$ cat config.mk
export PLATFORM = sky130hd
export DESIGN_NAME = tlu_ccr_trapstack
export DESIGN_NICKNAME = d
export VERILOG_FILES = /design/src/rtl/tlu_ccr_pkg.sv /design/src/rtl/tlu_ccr_thr_stack.sv /design/src/rtl/tlu_ccr_trapstack.sv
export SDC_FILE = /design/constraint.sdc
export NUM_CORES = 1
export LEC_CHECK = 0
export ABC_AREA = 1
export CORE_ASPECT_RATIO = 2
export CORE_MARGIN = 2
export CORE_UTILIZATION = 55
export CTS_BUF_LIST = sky130_fd_sc_hd__clkbuf_2 sky130_fd_sc_hd__clkbuf_4 sky130_fd_sc_hd__clkbuf_8
export CTS_CLUSTER_DIAMETER = 60
export DETAILED_ROUTE_END_ITERATION = 6
export PLACE_DENSITY = 0.89
export RECOVER_POWER = 100
export SKIP_CTS_REPAIR_TIMING = 1
export SLEW_MARGIN = 20
export SYNTH_ARGS = -nofsm -noshare
export SYNTH_HDL_FRONTEND = slang
export SYNTH_SLANG_ARGS = --single-unit
$ cat constraint.sdc
create_clock -name clk -period 2.9 [get_ports clk]
set_clock_uncertainty 0.15 [all_clocks]
set_input_delay 0.435 -clock clk [delete_from_list [all_inputs] [get_ports clk]]
set_output_delay 0.435 -clock clk [all_outputs]
set_load 0.02 [all_outputs]
$ cat src/rtl/tlu_ccr_pkg.sv
// Shared constants, types and helpers for the TLU CCR trap stack.
package tlu_ccr_pkg;

    localparam int unsigned MAXTL_DFLT = 6;
    localparam int unsigned TLW        = 3;
    localparam int unsigned NTHR       = 4;
    localparam int unsigned CCR_W      = 8;

    typedef logic [CCR_W-1:0] ccr_t;
    typedef logic [TLW-1:0]   tl_t;

    // One-hot thread select from a 2-bit thread id
    function automatic logic [NTHR-1:0] tid_dec(input logic [1:0] tid);
        logic [NTHR-1:0] sel;
        sel      = '0;
        sel[tid] = 1'b1;
        return sel;
    endfunction

endpackage

$ cat src/rtl/tlu_ccr_thr_stack.sv
// Per-thread CCR trap stack: entries 1..MAXTL, trap-level counter and sticky
// overflow/underflow flags. Entry contents are not reset.
module tlu_ccr_thr_stack #(
    parameter int unsigned MAXTL = 6,
    parameter int unsigned TLW   = 3,
    parameter int unsigned EW    = 8
) (
    input  logic           clk,
    input  logic           rst,
    input  logic           push,
    input  logic           pop,
    input  logic [EW-1:0]  push_data,
    output logic [EW-1:0]  pop_data,
    output logic           pop_ok,
    output logic [TLW-1:0] tl,
    output logic           err_ovf,
    output logic           err_unf
);

    localparam logic [TLW-1:0] TL_MAX = TLW'(MAXTL);

    logic [MAXTL:1][EW-1:0] mem_q;
    logic [TLW-1:0]         tl_q, tl_d;
    logic [TLW-1:0]         wr_idx;
    logic                   ovf_q, ovf_d;
    logic                   unf_q, unf_d;
    logic                   full, empty;

    assign full   = (tl_q == TL_MAX);
    assign empty  = (tl_q == '0);
    // A full stack keeps overwriting its top entry
    assign wr_idx = full ? TL_MAX : tl_q + TLW'(1);
    // A push to this thread flushes a same-cycle pop
    assign pop_ok = pop & ~push & ~empty;

    // Next level and sticky error flags
    always_comb begin
        tl_d  = tl_q;
        ovf_d = ovf_q;
        unf_d = unf_q;
        if (push) begin
            if (full) ovf_d = 1'b1;
            else      tl_d  = tl_q + TLW'(1);
        end else if (pop) begin
            if (empty) unf_d = 1'b1;
            else       tl_d  = tl_q - TLW'(1);
        end
    end

    // Level counter and flags, cleared only by reset
    always_ff @(posedge clk or posedge rst) begin
        if (rst) begin
            tl_q  <= '0;
            ovf_q <= 1'b0;
            unf_q <= 1'b0;
        end else begin
            tl_q  <= tl_d;
            ovf_q <= ovf_d;
            unf_q <= unf_d;
        end
    end

    // Entry storage, written on push
    always_ff @(posedge clk) begin
        if (push) mem_q[wr_idx] <= push_data;
    end

    // Top-of-stack read for the pop path
    always_comb begin
        pop_data = '0;
        for (int i = 1; i <= int'(MAXTL); i++) begin
            if (tl_q == TLW'(i)) pop_data = mem_q[i];
        end
    end

    assign tl      = tl_q;
    assign err_ovf = ovf_q;
    assign err_unf = unf_q;

endmodule

$ cat src/rtl/tlu_ccr_trapstack.sv
// TLU owner of the per-thread TSTATE.CCR trap stack. Traps push the live CCR,
// DONE/RETRY pops it back to the EXU one cycle later (E -> M).
// Optional: TLU_CCR_PARITY_EN adds an odd-parity bit per entry and err_par.
module tlu_ccr_trapstack
    import tlu_ccr_pkg::*;
#(
    parameter int unsigned MAXTL = MAXTL_DFLT,
    parameter int unsigned TLW   = tlu_ccr_pkg::TLW
) (
    input  logic              clk,
    input  logic              rst,
    input  logic [CCR_W-1:0]  exu_tlu_ccr0_w,
    input  logic [CCR_W-1:0]  exu_tlu_ccr1_w,
    input  logic [CCR_W-1:0]  exu_tlu_ccr2_w,
    input  logic [CCR_W-1:0]  exu_tlu_ccr3_w,
    input  logic              trap_vld_g,
    input  logic [1:0]        trap_tid_g,
    input  logic              done_retry_vld_e,
    input  logic [1:0]        done_retry_tid_e,
    output logic              tlu_exu_cwpccr_update_m,
    output logic [CCR_W-1:0]  tlu_exu_ccr_m,
    output logic [4*TLW-1:0]  tl_thr,
    output logic [NTHR-1:0]   err_ovf,
    output logic [NTHR-1:0]   err_unf
`ifdef TLU_CCR_PARITY_EN
    ,
    output logic              err_par
`endif
);

`ifdef TLU_CCR_PARITY_EN
    localparam int unsigned EW = CCR_W + 1;
`else
    localparam int unsigned EW = CCR_W;
`endif

    logic [CCR_W-1:0] ccr_live [NTHR];
    logic [NTHR-1:0]  push_sel, pop_sel, pop_ok;
    logic [EW-1:0]    push_ent [NTHR];
    logic [EW-1:0]    pop_ent  [NTHR];
    logic [EW-1:0]    pop_mux;
    logic             pop_any;
    logic             upd_q;
    logic [CCR_W-1:0] ccr_q;

    assign ccr_live[0] = exu_tlu_ccr0_w;
    assign ccr_live[1] = exu_tlu_ccr1_w;
    assign ccr_live[2] = exu_tlu_ccr2_w;
    assign ccr_live[3] = exu_tlu_ccr3_w;

    // Same-thread trap flushes the DONE/RETRY: the pop never reaches the stack
    assign push_sel = tid_dec(trap_tid_g) & {NTHR{trap_vld_g}};
    assign pop_sel  = tid_dec(done_retry_tid_e) & {NTHR{done_retry_vld_e}} & ~push_sel;

    for (genvar g = 0; g < NTHR; g++) begin : g_thr
`ifdef TLU_CCR_PARITY_EN
        // Odd parity: the stored 9-bit word always has an odd number of ones
        assign push_ent[g] = {~^ccr_live[g], ccr_live[g]};
`else
        assign push_ent[g] = ccr_live[g];
`endif

        tlu_ccr_thr_stack #(
            .MAXTL (MAXTL),
            .TLW   (TLW),
            .EW    (EW)
        ) u_stack (
            .clk       (clk),
            .rst       (rst),
            .push      (push_sel[g]),
            .pop       (pop_sel[g]),
            .push_data (push_ent[g]),
            .pop_data  (pop_ent[g]),
            .pop_ok    (pop_ok[g]),
            .tl        (tl_thr[g*TLW +: TLW]),
            .err_ovf   (err_ovf[g]),
            .err_unf   (err_unf[g])
        );
    end

    // 4:1 pop-data mux; at most one thread pops per cycle
    always_comb begin
        pop_mux = '0;
        for (int t = 0; t < int'(NTHR); t++) begin
            if (pop_ok[t]) pop_mux = pop_ent[t];
        end
    end

    assign pop_any = |pop_ok;

    // M-stage restore strobe and data; data holds when no pop is accepted
    always_ff @(posedge clk or posedge rst) begin
        if (rst) begin
            upd_q <= 1'b0;
            ccr_q <= '0;
        end else begin
            upd_q <= pop_any;
            if (pop_any) ccr_q <= pop_mux[CCR_W-1:0];
        end
    end

`ifdef TLU_CCR_PARITY_EN
    logic par_q;

    // Parity error pulses alongside the strobe it belongs to
    always_ff @(posedge clk or posedge rst) begin
        if (rst) par_q <= 1'b0;
        else     par_q <= pop_any & ~(^pop_mux);
    end

    assign err_par = par_q;
`endif

    assign tlu_exu_cwpccr_update_m = upd_q;
    assign tlu_exu_ccr_m           = ccr_q;

endmodule

==> impl_results.md <==
- Commonest non-fill, non-tap cell in the layout: nand2_1
- Initial Util: 0.5578
- Post-DP HPWL: 17,250 µm
- Chip height: 196.2 µm
- Yosys reg bits: 221
- Io pins: 69
- Critical Path AT: 2.67 ns
- Ys async rst share: 0.1312
- Sw Pwr: 0.004242 W
- Worst Hold Class: reg -> reg
- RSZ-0062 raised after global routing: false
- First-pass DRT Iterations: 5
- Cts bufs inserted: 28
- Setup tns final: 0 ns
- Total core area: 0.01822 mm²
- Reg2Reg Setup Slack: 0.29 ns
- Rel. slew slack: -0.1731
- First-pass GRT wire length: 36,820 µm
- Final Wtd Congestion: 0.9201
- Seq pwr share: 0.378
- Nets: 1,177
- Grt ovf: 0
- Slew Viols, Final: 30
- Worst Slack Setup Final: 0.2859 ns
- Final worst-path cycle share: 0.9014
- Worst path required time: 2.95 ns
- Crit path largest cell delay: 0.47 ns
- DR WL/cell: 17.33 µm
- Number of global-route vias before repair: 7,410
- Final Hold Vio Count: 0
- Root buf cell: clkbuf_8
- Highest-count cells in the layout ignoring fill and taps: 309 x nand2_1, 192 x edfxtp_1, 169 x nor2_1, 89 x inv_1, 77 x nand3_1
- # fillers: 1,375
- Number of synthesized flops with an enable pin: 192
- Violated checks: max-capacitance violations, max-slew violations
- Slew @ Worst Pin: 1.760 ns
- FP Rows: 70
- Clock latency on the worst-skew pair: 0.55 ns
- Post-synth top area cell: edfxtp_1
- Die area: 0.01965 mm²
- Status: finished, violations left
- Max Cap Violations: 1
- Total vias in the final route: 7,311
- CP max-delay cell: dfrtp_1
- Tmin final: 2.614 ns
- Synthesized instance count: 1,015
- Placed cell count: 1,299
- Switching Share: 0.3914
- Finished Core Util: 0.6425
- Initial drt markers: 437
- Number of port buffers: 68
- PD cells: 926.1 mW/mm²
- Initial antenna violation count: 0
- Worst ir drop on vdd: 632.3 µV
- Worst reg2reg path depth: 7
- Peak Freq: 0.3825 GHz
- Syn nets: 1,079
- Number of diodes: 0
- Post-synth cell types: 36
- Routed wire length: 23,410 µm
- Pleak: 4.933 nW
- Area grow syn2layout: 15.18%
- Worst-path maximum fanout: 18
- Ys flop type: edfxtp_1
- Finished Layout Cells: 1,351
- Chip Width: 100.1 µm
- Power, Total: 0.01084 W
- CP Capture Type: flip-flop
- Worst hold path stage count: 1
- Antenna Violating Nets Remaining: 0
- CTS tree: yes
- Gr usage total: 0.2443
- Synth top area cells: edfxtp_1 57%, nand2_1 11%, dfrtp_1 7.1%
- Vias/cell: 5.412
- Share of post-route cells with drive strength above 1: 0.06960
- Setup CP Type: reg -> reg
- Critical-path cell list: inv_1, ha_1, nand2_1, buf_4, nand3_1, nor4_1, clkbuf_1
- DRC Markers: 0
- Clock transition at the registers of the reported paths: 0.08 ns
- Register area share after synthesis: 0.6388
- Synth Area per Inst: 10.01 µm²
- Setup WS pre-CTS: 0.2986 ns
- Clock buffer depth: 3
- CP Launch Type: flip-flop
- Clk sink count: 221
- P_int: 0.006597 W
- CTS H-tree lvls: 1
- Comb pwr share: 0.386
- Post-synthesis cell area: 0.01016 mm²
- Yosys top cell area share: 0.5673
- Final Setup Violations: 0
- Largest net degree at the start of global routing: 30
- Clk pwr share: 0.236
- Syn. warnings: 0
==> power by group through the flow <==
stage	clock, W	combinational (W)	sequential, W
global route	0.00271	0.00463	0.00413
detailed placement	0	0.00422	0.00416
finish	0.00256	0.00418	0.00410
floorplan	0	0.00278	0.00421
CTS	0.00258	0.00429	0.00410
global placement	0	0.00407	0.00416
==> through the flow <==
stage,hold WS [ns],cell area [µm²]
after floorplan,0.2928,10170
after global placement,0.3303,11180
after detailed placement,0.3159,11180
after CTS,0.1123,11830
after global routing,0.3595,11710
final,0.3335,11710
==> flip-flops by register name, indices dropped and copies added, names as in the netlist <==
name	cells
tlu_exu_ccr_m	8
tlu_exu_cwpccr_update_m	1
g_thr.u_stack.tl	12
g_thr.u_stack.err_unf	4
g_thr.u_stack.err_ovf	4
g_thr.u_stack.mem_q	192
==> cells by family (layout without fill, tap and decap cells) <==
group,Yosys count,count (layout),synth area share
AND/OR/NAND/NOR,584,584,0.2391
flip-flops,221,221,0.6388
adder cells (fa/ha/maj),24,24,0.02955
XOR/XNOR,10,10,0.008619
buffers and inverters,128,248,0.05344
AO/OA/AOI/OAI,48,48,0.03053
==> Yosys cell counts (6+ instances only) <==
cell and n:
o21bai_1 7, nor2_1 168, nand2_1 309, inv_2 6, a21oi_1 8, xor2_1 8, dfrtp_1 29, buf_2 20
nor3_1 11, inv_1 88, ha_1 24, edfxtp_1 192, nand3_1 77, buf_4 8, o21ai_0 19
==> metal layers <==
metal	vias to the layer above	global-route usage	wire length [µm]
li1	3509	-	-
met1	3385	0.2492	7791
met2	313	0.4665	13040
met3	104	0.02743	1081
met4	0	0.1390	1493
met5	-	0	0
==> area by class of cell <==
cell class	instances	area, µm²	area share
clock buffers	30	406.6	0.03474
clock inverters	22	245.2	0.02095
inverters	97	370.4	0.03164
multi-input cells	666	3098	0.2647
flip-flops and latches	221	6491	0.5546
well taps	216	270.3	0.02309
repair buffers	99	823.3	0.07034
==> worst max-delay path: cells and delay by family (launching register included) <==
family / cells / cell delay, ns
adders and majority gates: 1 / 0.34
and+or+nand+nor: 3 / 0.55
DFF: 1 / 0.47
buffers and inverters: 3 / 0.74
==> final timing paths <==
| path | start | to |
|---|---|---|
| worst max-delay path | g_thr[2].u_stack.tl[0]$_DFFE_PP0P_ | g_thr[2].u_stack.mem_q[3]$_DFFE_PP_ |
| worst min-delay path | g_thr[3].u_stack.err_ovf$_DFFE_PP0P_ | g_thr[3].u_stack.err_ovf$_DFFE_PP0P_ |
| worst max register to register | g_thr[2].u_stack.tl[0]$_DFFE_PP0P_ | g_thr[2].u_stack.mem_q[3]$_DFFE_PP_ |
| worst min register to register | g_thr[3].u_stack.err_ovf$_DFFE_PP0P_ | g_thr[3].u_stack.err_ovf$_DFFE_PP0P_ |
| max in group asynchronous | rst | g_thr[1].u_stack.tl[2]$_DFFE_PP0P_ |
| min in group asynchronous | rst | tlu_exu_ccr_m[2]$_DFFE_PP0P_ |
No activity file was read; power rests on OpenSTA's default activity.
